$ cat config.mk
export PLATFORM = sky130hd
export DESIGN_NAME = line_mem_adapter_flat
export DESIGN_NICKNAME = d
export VERILOG_FILES = /design/src/rtl/line_mem_adapter_if.sv /design/src/rtl/line_mem_adapter.sv /design/src/flat_wrapper.sv
export SDC_FILE = /design/constraint.sdc
export NUM_CORES = 1
export LEC_CHECK = 0
export BUFFER_PORTS_ARGS = -buffer_cell sky130_fd_sc_hd__clkbuf_2
export CAP_MARGIN = 5
export CORE_AREA = 2 2 200 202
export CTS_CLUSTER_DIAMETER = 100
export DETAILED_ROUTE_END_ITERATION = 6
export DIE_AREA = 0 0 202 204
export PLACE_DENSITY = 0.67
export SYNTH_ARGS = -nofsm -noshare
export SYNTH_HDL_FRONTEND = slang
export SYNTH_SLANG_ARGS = --single-unit
$ cat constraint.sdc
create_clock -name clk_i -period 11.6 [get_ports clk_i]
set_input_delay 2.32 -clock clk_i [delete_from_list [all_inputs] [get_ports clk_i]]
set_output_delay 2.32 -clock clk_i [all_outputs]
set_load 0.01 [all_outputs]
$ cat src/rtl/line_mem_adapter_if.sv
// Bus bundle between the L1 data cache line port, the line/memory adapter and
// the narrow main-memory bus.
//
// Signal groups:
//   line_read_*   : cache line fill request and the assembled fill line
//   line_write_*  : cache line writeback request, data and completion
//   mem_read_*    : word read address/data channel toward main memory
//   mem_write_*   : word write address+data channel and write response
//
// Modports:
//   slave  : the adapter's view (takes line requests, drives memory requests)
//   master : the environment's view (cache plus memory driving the adapter)
interface line_mem_adapter_if #(
    parameter int ADDR_W = 32,
    parameter int LINE_W = 128,
    parameter int WORD_W = 32
);
    logic [ADDR_W-1:0] line_read_addr;
    logic              line_read_addr_valid;
    logic              line_read_addr_ready;
    logic [LINE_W-1:0] line_read_data;
    logic              line_read_data_valid;

    logic [ADDR_W-1:0] line_write_addr;
    logic              line_write_addr_valid;
    logic [LINE_W-1:0] line_write_data;
    logic              line_write_addr_ready;
    logic              line_write_resp_valid;

    logic [ADDR_W-1:0] mem_read_addr;
    logic              mem_read_addr_valid;
    logic              mem_read_addr_ready;
    logic [WORD_W-1:0] mem_read_data;
    logic              mem_read_data_valid;

    logic [ADDR_W-1:0] mem_write_addr;
    logic [WORD_W-1:0] mem_write_data;
    logic [3:0]        mem_strobe;
    logic              mem_write_addr_valid;
    logic              mem_write_addr_ready;
    logic              mem_write_resp_valid;

    modport slave (
        input  line_read_addr, line_read_addr_valid,
        output line_read_addr_ready, line_read_data, line_read_data_valid,
        input  line_write_addr, line_write_addr_valid, line_write_data,
        output line_write_addr_ready, line_write_resp_valid,
        output mem_read_addr, mem_read_addr_valid,
        input  mem_read_addr_ready, mem_read_data, mem_read_data_valid,
        output mem_write_addr, mem_write_data, mem_strobe, mem_write_addr_valid,
        input  mem_write_addr_ready, mem_write_resp_valid
    );

    modport master (
        output line_read_addr, line_read_addr_valid,
        input  line_read_addr_ready, line_read_data, line_read_data_valid,
        output line_write_addr, line_write_addr_valid, line_write_data,
        input  line_write_addr_ready, line_write_resp_valid,
        input  mem_read_addr, mem_read_addr_valid,
        output mem_read_addr_ready, mem_read_data, mem_read_data_valid,
        input  mem_write_addr, mem_write_data, mem_strobe, mem_write_addr_valid,
        output mem_write_addr_ready, mem_write_resp_valid
    );
endinterface

$ cat src/rtl/line_mem_adapter.sv
// Line-to-word memory adapter.
// Splits each cache line fill or writeback into BEATS sequential word
// transactions on the narrow memory bus, one beat in flight at a time, and
// reports completion of the whole line with a one-cycle pulse.
//
// Ports:
//   clk_i : clock
//   rst_i : asynchronous active-high reset, aborts any transaction in flight
//   bus   : line_mem_adapter_if.slave, cache line side plus memory word side
//
// All outputs come straight from flops; their next values are derived from
// the next FSM state so that requests appear the cycle the state is entered.
module line_mem_adapter #(
    parameter int ADDR_W = 32,
    parameter int LINE_W = 128,
    parameter int WORD_W = 32
) (
    input  logic           clk_i,
    input  logic           rst_i,
    line_mem_adapter_if.slave bus
);
    localparam int BEATS    = LINE_W / WORD_W;
    localparam int BEAT_W   = (BEATS > 1) ? $clog2(BEATS) : 1;
    localparam int WORD_OFF = $clog2(WORD_W / 8);
    localparam int LINE_OFF = $clog2(LINE_W / 8);
    localparam logic [BEAT_W-1:0] LAST_BEAT = BEAT_W'(BEATS - 1);

    typedef enum logic [2:0] {
        IDLE,
        RD_REQ,
        RD_WAIT,
        WR_REQ,
        WR_WAIT,
        DONE
    } state_t;

    state_t            state_q, state_d;
    logic [BEAT_W-1:0] beat_q, beat_d;
    logic [ADDR_W-1:0] base_q, base_d;
    logic [LINE_W-1:0] wbuf_q, wbuf_d;
    logic [LINE_W-1:0] rbuf_q, rbuf_d;
    logic              is_read_q, is_read_d;

    logic              rd_valid_q, rd_valid_d;
    logic              wr_valid_q, wr_valid_d;
    logic [ADDR_W-1:0] addr_q, addr_d;
    logic [WORD_W-1:0] wdata_q, wdata_d;
    logic [3:0]        strobe_q, strobe_d;
    logic              rd_done_q, rd_done_d;
    logic              wr_done_q, wr_done_d;

    logic              unused_offset_bits;

    // The low line-offset address bits are discarded when a base is latched;
    // gathering them here keeps that explicit.
    assign unused_offset_bits = ^{bus.line_read_addr[LINE_OFF-1:0],
                                  bus.line_write_addr[LINE_OFF-1:0]};

    // Next-state logic. IDLE favours reads over writes; a write that loses
    // the race simply stays pending on its held valid and is picked up on a
    // later IDLE cycle. DONE always returns to IDLE without looking at the
    // requests, which is what forces one idle cycle between line transactions.
    // Read words land in their own line register so a writeback never disturbs
    // the last fill line presented to the cache.
    always_comb begin
        state_d   = state_q;
        beat_d    = beat_q;
        base_d    = base_q;
        wbuf_d    = wbuf_q;
        rbuf_d    = rbuf_q;
        is_read_d = is_read_q;

        case (state_q)
            IDLE: begin
                if (bus.line_read_addr_valid) begin
                    base_d    = {bus.line_read_addr[ADDR_W-1:LINE_OFF], {LINE_OFF{1'b0}}};
                    beat_d    = '0;
                    is_read_d = 1'b1;
                    state_d   = RD_REQ;
                end else if (bus.line_write_addr_valid) begin
                    base_d    = {bus.line_write_addr[ADDR_W-1:LINE_OFF], {LINE_OFF{1'b0}}};
                    wbuf_d    = bus.line_write_data;
                    beat_d    = '0;
                    is_read_d = 1'b0;
                    state_d   = WR_REQ;
                end
            end
            RD_REQ: begin
                if (bus.mem_read_addr_ready) begin
                    state_d = RD_WAIT;
                end
            end
            RD_WAIT: begin
                if (bus.mem_read_data_valid) begin
                    rbuf_d[beat_q*WORD_W +: WORD_W] = bus.mem_read_data;
                    if (beat_q == LAST_BEAT) begin
                        state_d = DONE;
                    end else begin
                        beat_d  = beat_q + 1'b1;
                        state_d = RD_REQ;
                    end
                end
            end
            WR_REQ: begin
                if (bus.mem_write_addr_ready) begin
                    state_d = WR_WAIT;
                end
            end
            WR_WAIT: begin
                if (bus.mem_write_resp_valid) begin
                    if (beat_q == LAST_BEAT) begin
                        state_d = DONE;
                    end else begin
                        beat_d  = beat_q + 1'b1;
                        state_d = WR_REQ;
                    end
                end
            end
            DONE: begin
                state_d = IDLE;
            end
            default: begin
                state_d = IDLE;
            end
        endcase
    end

    // Output values for the coming cycle, taken from the next state so the
    // registered outputs line up with the state they belong to. The word
    // address and write data only depend on base and beat, so they stay
    // stable for as long as memory stalls a request.
    always_comb begin
        rd_valid_d = (state_d == RD_REQ);
        wr_valid_d = (state_d == WR_REQ);
        addr_d     = base_d + {{(ADDR_W-BEAT_W-WORD_OFF){1'b0}}, beat_d, {WORD_OFF{1'b0}}};
        wdata_d    = wbuf_d[beat_d*WORD_W +: WORD_W];
        strobe_d   = wr_valid_d ? 4'hF : 4'h0;
        rd_done_d  = (state_d == DONE) && is_read_d;
        wr_done_d  = (state_d == DONE) && !is_read_d;
    end

    // State and output registers. Reset clears everything at once, so any
    // request already on the memory bus is withdrawn immediately and no
    // completion pulse can follow an aborted line.
    always_ff @(posedge clk_i or posedge rst_i) begin
        if (rst_i) begin
            state_q    <= IDLE;
            beat_q     <= '0;
            base_q     <= '0;
            wbuf_q     <= '0;
            rbuf_q     <= '0;
            is_read_q  <= 1'b0;
            rd_valid_q <= 1'b0;
            wr_valid_q <= 1'b0;
            addr_q     <= '0;
            wdata_q    <= '0;
            strobe_q   <= 4'h0;
            rd_done_q  <= 1'b0;
            wr_done_q  <= 1'b0;
        end else begin
            state_q    <= state_d;
            beat_q     <= beat_d;
            base_q     <= base_d;
            wbuf_q     <= wbuf_d;
            rbuf_q     <= rbuf_d;
            is_read_q  <= is_read_d;
            rd_valid_q <= rd_valid_d;
            wr_valid_q <= wr_valid_d;
            addr_q     <= addr_d;
            wdata_q    <= wdata_d;
            strobe_q   <= strobe_d;
            rd_done_q  <= rd_done_d;
            wr_done_q  <= wr_done_d;
        end
    end

    assign bus.line_read_addr_ready  = rd_done_q;
    assign bus.line_read_data_valid  = rd_done_q;
    assign bus.line_read_data        = rbuf_q;
    assign bus.line_write_addr_ready = wr_done_q;
    assign bus.line_write_resp_valid = wr_done_q;
    assign bus.mem_read_addr         = addr_q;
    assign bus.mem_read_addr_valid   = rd_valid_q;
    assign bus.mem_write_addr        = addr_q;
    assign bus.mem_write_data        = wdata_q;
    assign bus.mem_strobe            = strobe_q;
    assign bus.mem_write_addr_valid  = wr_valid_q;
endmodule

$ cat src/flat_wrapper.sv
// flat-port wrapper written by rule: the top's interface ports become plain ports
module line_mem_adapter_flat 
#(
    parameter int ADDR_W = 32,
    parameter int LINE_W = 128,
    parameter int WORD_W = 32
)
  (clk_i, rst_i, bus_line_read_addr, bus_line_read_addr_valid, bus_line_read_addr_ready, bus_line_read_data, bus_line_read_data_valid, bus_line_write_addr, bus_line_write_addr_valid, bus_line_write_data, bus_line_write_addr_ready, bus_line_write_resp_valid, bus_mem_read_addr, bus_mem_read_addr_valid, bus_mem_read_addr_ready, bus_mem_read_data, bus_mem_read_data_valid, bus_mem_write_addr, bus_mem_write_data, bus_mem_strobe, bus_mem_write_addr_valid, bus_mem_write_addr_ready, bus_mem_write_resp_valid);
  line_mem_adapter_if #(.ADDR_W(ADDR_W), .LINE_W(LINE_W), .WORD_W(WORD_W)) bus_i ();
  input  logic clk_i;
  input  logic rst_i;
  input wire logic [$bits(bus_i.line_read_addr)-1:0] bus_line_read_addr;
  input wire logic [$bits(bus_i.line_read_addr_valid)-1:0] bus_line_read_addr_valid;
  output wire logic [$bits(bus_i.line_read_addr_ready)-1:0] bus_line_read_addr_ready;
  output wire logic [$bits(bus_i.line_read_data)-1:0] bus_line_read_data;
  output wire logic [$bits(bus_i.line_read_data_valid)-1:0] bus_line_read_data_valid;
  input wire logic [$bits(bus_i.line_write_addr)-1:0] bus_line_write_addr;
  input wire logic [$bits(bus_i.line_write_addr_valid)-1:0] bus_line_write_addr_valid;
  input wire logic [$bits(bus_i.line_write_data)-1:0] bus_line_write_data;
  output wire logic [$bits(bus_i.line_write_addr_ready)-1:0] bus_line_write_addr_ready;
  output wire logic [$bits(bus_i.line_write_resp_valid)-1:0] bus_line_write_resp_valid;
  output wire logic [$bits(bus_i.mem_read_addr)-1:0] bus_mem_read_addr;
  output wire logic [$bits(bus_i.mem_read_addr_valid)-1:0] bus_mem_read_addr_valid;
  input wire logic [$bits(bus_i.mem_read_addr_ready)-1:0] bus_mem_read_addr_ready;
  input wire logic [$bits(bus_i.mem_read_data)-1:0] bus_mem_read_data;
  input wire logic [$bits(bus_i.mem_read_data_valid)-1:0] bus_mem_read_data_valid;
  output wire logic [$bits(bus_i.mem_write_addr)-1:0] bus_mem_write_addr;
  output wire logic [$bits(bus_i.mem_write_data)-1:0] bus_mem_write_data;
  output wire logic [$bits(bus_i.mem_strobe)-1:0] bus_mem_strobe;
  output wire logic [$bits(bus_i.mem_write_addr_valid)-1:0] bus_mem_write_addr_valid;
  input wire logic [$bits(bus_i.mem_write_addr_ready)-1:0] bus_mem_write_addr_ready;
  input wire logic [$bits(bus_i.mem_write_resp_valid)-1:0] bus_mem_write_resp_valid;
  assign bus_i.line_read_addr = bus_line_read_addr;
  assign bus_i.line_read_addr_valid = bus_line_read_addr_valid;
  assign bus_line_read_addr_ready = bus_i.line_read_addr_ready;
  assign bus_line_read_data = bus_i.line_read_data;
  assign bus_line_read_data_valid = bus_i.line_read_data_valid;
  assign bus_i.line_write_addr = bus_line_write_addr;
  assign bus_i.line_write_addr_valid = bus_line_write_addr_valid;
  assign bus_i.line_write_data = bus_line_write_data;
  assign bus_line_write_addr_ready = bus_i.line_write_addr_ready;
  assign bus_line_write_resp_valid = bus_i.line_write_resp_valid;
  assign bus_mem_read_addr = bus_i.mem_read_addr;
  assign bus_mem_read_addr_valid = bus_i.mem_read_addr_valid;
  assign bus_i.mem_read_addr_ready = bus_mem_read_addr_ready;
  assign bus_i.mem_read_data = bus_mem_read_data;
  assign bus_i.mem_read_data_valid = bus_mem_read_data_valid;
  assign bus_mem_write_addr = bus_i.mem_write_addr;
  assign bus_mem_write_data = bus_i.mem_write_data;
  assign bus_mem_strobe = bus_i.mem_strobe;
  assign bus_mem_write_addr_valid = bus_i.mem_write_addr_valid;
  assign bus_i.mem_write_addr_ready = bus_mem_write_addr_ready;
  assign bus_i.mem_write_resp_valid = bus_mem_write_resp_valid;
  line_mem_adapter #(.ADDR_W(ADDR_W), .LINE_W(LINE_W), .WORD_W(WORD_W)) u_core (.clk_i(clk_i), .rst_i(rst_i), .bus(bus_i));
endmodule
After elaboration in Yosys (flattened, before gate mapping)

Cells that the tools add are included.
W data, S select, Z words.

Flip-flop bits (word level): 366
Bits of input ports: 232
Output and inout bits: 234
Logic and storage cells: 58

Add/sub/neg operators: 3
Equality and inequality tests: 8
Shifts and indexed selects: 3
Muxes and demuxes: 26
Reductions and logical operators: 5

Operator list:

| cell                        | number |
|---|---|
| $mux W128                   | 3 |
| $bwmux W128                 | 1 |
| $shift A32 B34 Y128 const A | 1 |
| $shiftx A128 B8 Y32         | 1 |
| $shiftx A32 B34 Y128        | 1 |
| $mux W32                    | 3 |
| $neg A7 Y34                 | 1 |
| $add A32 B4 Y32             | 1 |
| $mux W3                     | 8 |
| $pmux W3 S5                 | 1 |
| $mux W2                     | 5 |
| $eq A3 B2 Y1 const B        | 3 |
| $eq A3 B1 Y1 const B        | 2 |
| $eq A3 B3 Y1 const B        | 2 |
| $pmux W2 S3                 | 1 |
| $mux W4                     | 1 |
| $logic_not A3 Y1            | 1 |
| $mux W1                     | 3 |
| $add A2 B1 Y2 const B       | 1 |
| $eq A2 B2 Y1 const B        | 1 |
| $logic_and A1 B1 Y1         | 2 |
| $reduce_and A2 Y1           | 1 |
| $logic_not A1 Y1            | 1 |

Logic depth before layout (Yosys ltp)

Word-level depth: 6
Mapped depth: 18
Mapped depth without buffers: 13

Least setup slack after synthesis

No wires, ideal clock.

Kind: input to register
From: input port bus_line_read_addr_valid
To: register u_core.addr_q[18] (netlist: u_core.bus.mem_read_addr[18])
Library setup time: 0.127 ns
Data arrival time: 5.102 ns
Required time: 11.473 ns
Path slack: 6.371 ns
Stages on the path: 17
Buffers on the path: 4
Cells stage by stage: or2_2 buf_2 mux2i_1 o21ai_0 nand2b_1 a21oi_1 buf_2 buf_2 inv_1 ha_1 fa_1 a21boi_1 and2_1 clkbuf_1 nand3_1 and4bb_1 xor2_1

Longest elaborated chain between the ends: 3
Elaborated cells on any way between the ends: 5
Those cells by class: add/sub (1); mux (4)

RTL lines:

| element               | RTL line                | source |
|---|---|---|
| from (decl)           | flat_wrapper.sv:13      | `input wire logic [$bits(bus_i.line_read_addr_valid)-1:0] bus_line_read_addr_valid;` |
| $mux W2               | line_mem_adapter.sv:75  | `if (bus.line_read_addr_valid) begin` |
| $pmux W2 S3           | line_mem_adapter.sv:73  | `case (state_q)` |
| via u_core.beat_d[0]  | line_mem_adapter.sv:38  | `logic [BEAT_W-1:0] beat_q, beat_d;` |
| $add A32 B4 Y32       | line_mem_adapter.sv:135 | `addr_d = base_d + {{(ADDR_W-BEAT_W-WORD_OFF){1'b0}}, beat_d, {WORD_OFF{1'b0}}};` |
| via u_core.addr_d[18] | line_mem_adapter.sv:46  | `logic [ADDR_W-1:0] addr_q, addr_d;` |
| to (signal assigned)  | line_mem_adapter.sv:169 | `addr_q <= addr_d;` |
| to (decl)             | line_mem_adapter.sv:46  |  |

The timed path passes the listed nets, and every way through them passes these cells.
A chain may end at the register's enable or synchronous reset.

Worst setup path after layout

From: input port bus_line_write_addr_valid
To: register u_core.addr_q[31] (netlist: u_core.bus.mem_read_addr[31])

Longest elaborated chain between the ends: 4
Elaborated cells on any way between the ends: 7
Those cells by class: add/sub (1); mux (6)

RTL lines:

| element               | RTL line                | source |
|---|---|---|
| from (decl)           | flat_wrapper.sv:18      | `input wire logic [$bits(bus_i.line_write_addr_valid)-1:0] bus_line_write_addr_valid;` |
| $mux W2               | line_mem_adapter.sv:80  | `end else if (bus.line_write_addr_valid) begin` |
| $mux W2               | line_mem_adapter.sv:75  |  |
| $pmux W2 S3           | line_mem_adapter.sv:73  |  |
| via u_core.beat_d[1]  | line_mem_adapter.sv:38  |  |
| $add A32 B4 Y32       | line_mem_adapter.sv:135 |  |
| via u_core.addr_d[31] | line_mem_adapter.sv:46  |  |

The timed path passes the listed nets, and every way through them passes these cells.

==> metrics.csv <==
stage,metric,value,unit
power_and_ir_drop,ir_drop,0.158,mV
drt,vias_per_cell,4.90,
synth,yosysWarningCount,0,
place,place_hpwl,31.3,mm
floorplanning,fp.dieH,204,um
clocking,post-cts-setup-buffers,0,
place,io_buffers,453,
power_and_ir_drop,p_leak,10.3,nW
synth,syn_inst,1619,
grt,grt_pass1_wl,70.0,mm
clocking,htreeDepth,2,
synth,synth_seq_area_share,0.579,
place,placed_cell_area,17900,sq um
power_and_ir_drop,powerDensity,257,nW/um^2
floorplanning,core_area,39200,sq um
layout,drive_gt1_frac,0.279,
floorplanning,start_util,0.395,
drt,drt_iter0_markers,726,
run,drv_cap,0,
place,gp_congestion,0.871,
synth,yosysUniqueCellTypes,63,
synth,synth.avg_cell_area,9.55,sq um
drt,routed_wirelength,44.9,mm
timing,fin_crit_sh,0.487,
power_and_ir_drop,p_total,4.94,mW
timing,rsz0062_at_grt,false,
floorplanning,die_w,202,um
timing,fin_crit,5.64,ns
min_path,hp-class,register to register,
timing,tns,0,ns
floorplanning,ios,466,
timing,setup_viol,0,
drt,drc,0,
setup_path,end_kind,register,
synth,synth-async-reset-ratio,1.00,
setup_path,startpoint_type,input pin,
grt,grt.overflow.total,0,
synth,syn_area,15500,sq um
timing,finClkSkew,0.0203,ns
setup_path,critPathRequiredTime,12.02,ns
drt,dr.pass1.iters,5,
drt,vias,12500,
timing,slew_headroom,0.242,
status,status,finished clean,
floorplanning,dieArea,41200,sq um
clocking,hold_buffers,0,
floorplanning,row_count,73,
timing,drv_slew,0,
clocking,clk_latency,0.55,ns
clocking,clock-sinks,358,
grt,track_usage,0.216,
setup_path,crit_fanout,33,
clocking,cts_tree,built,
layout,syn_to_final_growth,24.3,%
grt,grt_pass1_vias,12700,
grt,grt_max_degree,178,
setup_path,critPathKind,input pin to register,
grt,grt_antenna_before_repair,4,
synth,synth_edf_count,0,
setup_path,crit_arrival,6.07,ns
clocking,ctsRootBufferMaster,clkbuf_16,
clocking,cts_buffers,40,
clocking,cts.path.max_buffers,3,
clocking,post_cts_resized,0,
timing,tightest_slew,1.13,ns
timing,max_clock_freq,0.177,GHz
synth,synth_flop_cell,dfrtp_1,
drt,postRouteAntennaNets,0,
clocking,clkSlewWorstSetupHoldPaths,0.06,ns
layout,nNetsFinal,2240,
synth,synth.ff_latch_count,358,
timing,hold_violations,0,
drt,route.detailed.wl_per_inst,17.6,um
layout,final_cell_area,19200,sq um
cells in the final DEF, fill, tap and decap left out, drive strengths merged, types with 3 or more instances in the layout:
cell type / netlist / routed
nor2: 21 / 21
nand2: 666 / 666
buf: 63 / 16
and3: 6 / 6
nor3: 9 / 9
nand4: 6 / 6
nor3b: 4 / 4
a31oi: 8 / 8
clkinv: 0 / 10
and2: 8 / 8
a22oi: 9 / 9
clkbuf: 72 / 509
clkinvlp: 0 / 4
nand3: 10 / 10
xnor2: 18 / 18
ha: 9 / 9
dfrtp: 358 / 358
o21ai: 142 / 142
mux2i: 97 / 97
o32ai: 5 / 5
xor2: 8 / 8
nand2b: 12 / 12
a221o: 3 / 3
nor2b: 11 / 11
inv: 9 / 10
a21o: 5 / 5
a21oi: 16 / 16
o22ai: 6 / 6
nand3b: 6 / 6
conb: 1 / 4
o221a: 5 / 5
report_power, final:
part | total [mW] | leakage [nW] | internal (mW) | switching [mW]
combinational | 1.78 | 5.01 | 0.677 | 1.10
sequential | 1.89 | 4.61 | 1.69 | 0.201
clock | 1.28 | 0.654 | 0.753 | 0.523
total | 4.94 | 10.3 | 3.12 | 1.82
sequential cells by signal, summed over array words and instances, names as in the netlist, 2 cells and up:
| register | count |
|---|---|
| u_core.wbuf_q | 128 |
| u_core.beat_q | 2 |
| u_core.state_q | 3 |
| u_core.bus.mem_write_data | 32 |
| u_core.bus.line_read_data | 128 |
| u_core.base_q | 30 |
| u_core.bus.mem_read_addr | 30 |
stage by stage:
stage / setup slack [ns] / std cells / hold WS [ns] / util
6_report: 5.96 / 2555 / 0.470 / 0.491
4_1_cts: 5.96 / 2554 / 0.472 / 0.491
2_1_floorplan: 4.48 / 1622 / 0.440 / -
3_3_place_gp: 5.44 / 2481 / 0.453 / 0.457
3_5_place_dp: 5.37 / 2481 / 0.457 / 0.457
5_1_grt: 5.68 / 2554 / 0.490 / 0.491
path summary, 6_finish.rpt:
check / startpoint / endpoint / slack, ns / cells after the start
min in group asynchronous: rst_i / u_core.wbuf_q[50] / 1.92 / 3
worst min-delay path: u_core.wbuf_q[67] / u_core.wbuf_q[67] / 0.47 / 2
worst max register to register: u_core.state_q[1] / u_core.bus.mem_read_addr[31] / 7.76 / 14
max in group asynchronous: rst_i / u_core.bus.mem_read_addr[23] / 7.48 / 5
worst min register to register: u_core.wbuf_q[67] / u_core.wbuf_q[67] / 0.47 / 2
worst max-delay path: bus_line_write_addr_valid / u_core.bus.mem_read_addr[31] / 5.96 / 15
layout make-up:
class / instances / area [sq um]
timing repair buffer: 469 / 2400
antenna: 1 / 2.50
inverter: 9 / 37.5
clock inverter: 17 / 154
clock buffer: 56 / 1170
tap: 525 / 657
sequential: 358 / 8960
fill: 3673 / 20000
multi-input combinational: 1120 / 5840
cell usage after synthesis, drive strengths merged (10+ instances only):
cell,n,area share
nand2,666,0.16
dfrtp,358,0.58
o21ai,142,0.046
mux2i,97,0.063
clkbuf,72,0.017
buf,63,0.028
nor2,21,0.0056
xnor2,18,0.010
a21oi,16,0.0052
nand2b,12,0.0049
nor2b,11,0.0044
nand3,10,0.0036
layer usage:
layer / GRT usage / up-vias / routed length, um
met1: 0.272 / 5965 / 18500
met3: 0.0654 / 77 / 3750
met2: 0.353 / 470 / 21300
li1: - / 6004 / -
met4: 0.0772 / 6 / 1240
met5: 0 / - / 43
cell families after synthesis:
logic type,Yosys count,share of synthesized area
xor+xnor,26,0.0147
mux,99,0.0642
simple gates,772,0.207
fa+ha+maj,10,0.00857
compound gates,209,0.0787
other cells,1,0.000242
flops,358,0.579
buf+inv,144,0.0476
critical path, cell delays in order:
cell and delay, ns:
clkbuf_2 0.46, or2_2 0.35, mux2i_1 0.11, o21ai_0 0.16, nand2b_1 0.17, a21oi_4 0.17, buf_4 0.55, inv_1 0.21
ha_1 0.33, a21oi_1 0.06, inv_1 0.07, and3_1 0.38, and4_1 0.40, nand4_1 0.16, xnor2_1 0.16
No activity file was read; power rests on OpenSTA's default activity.
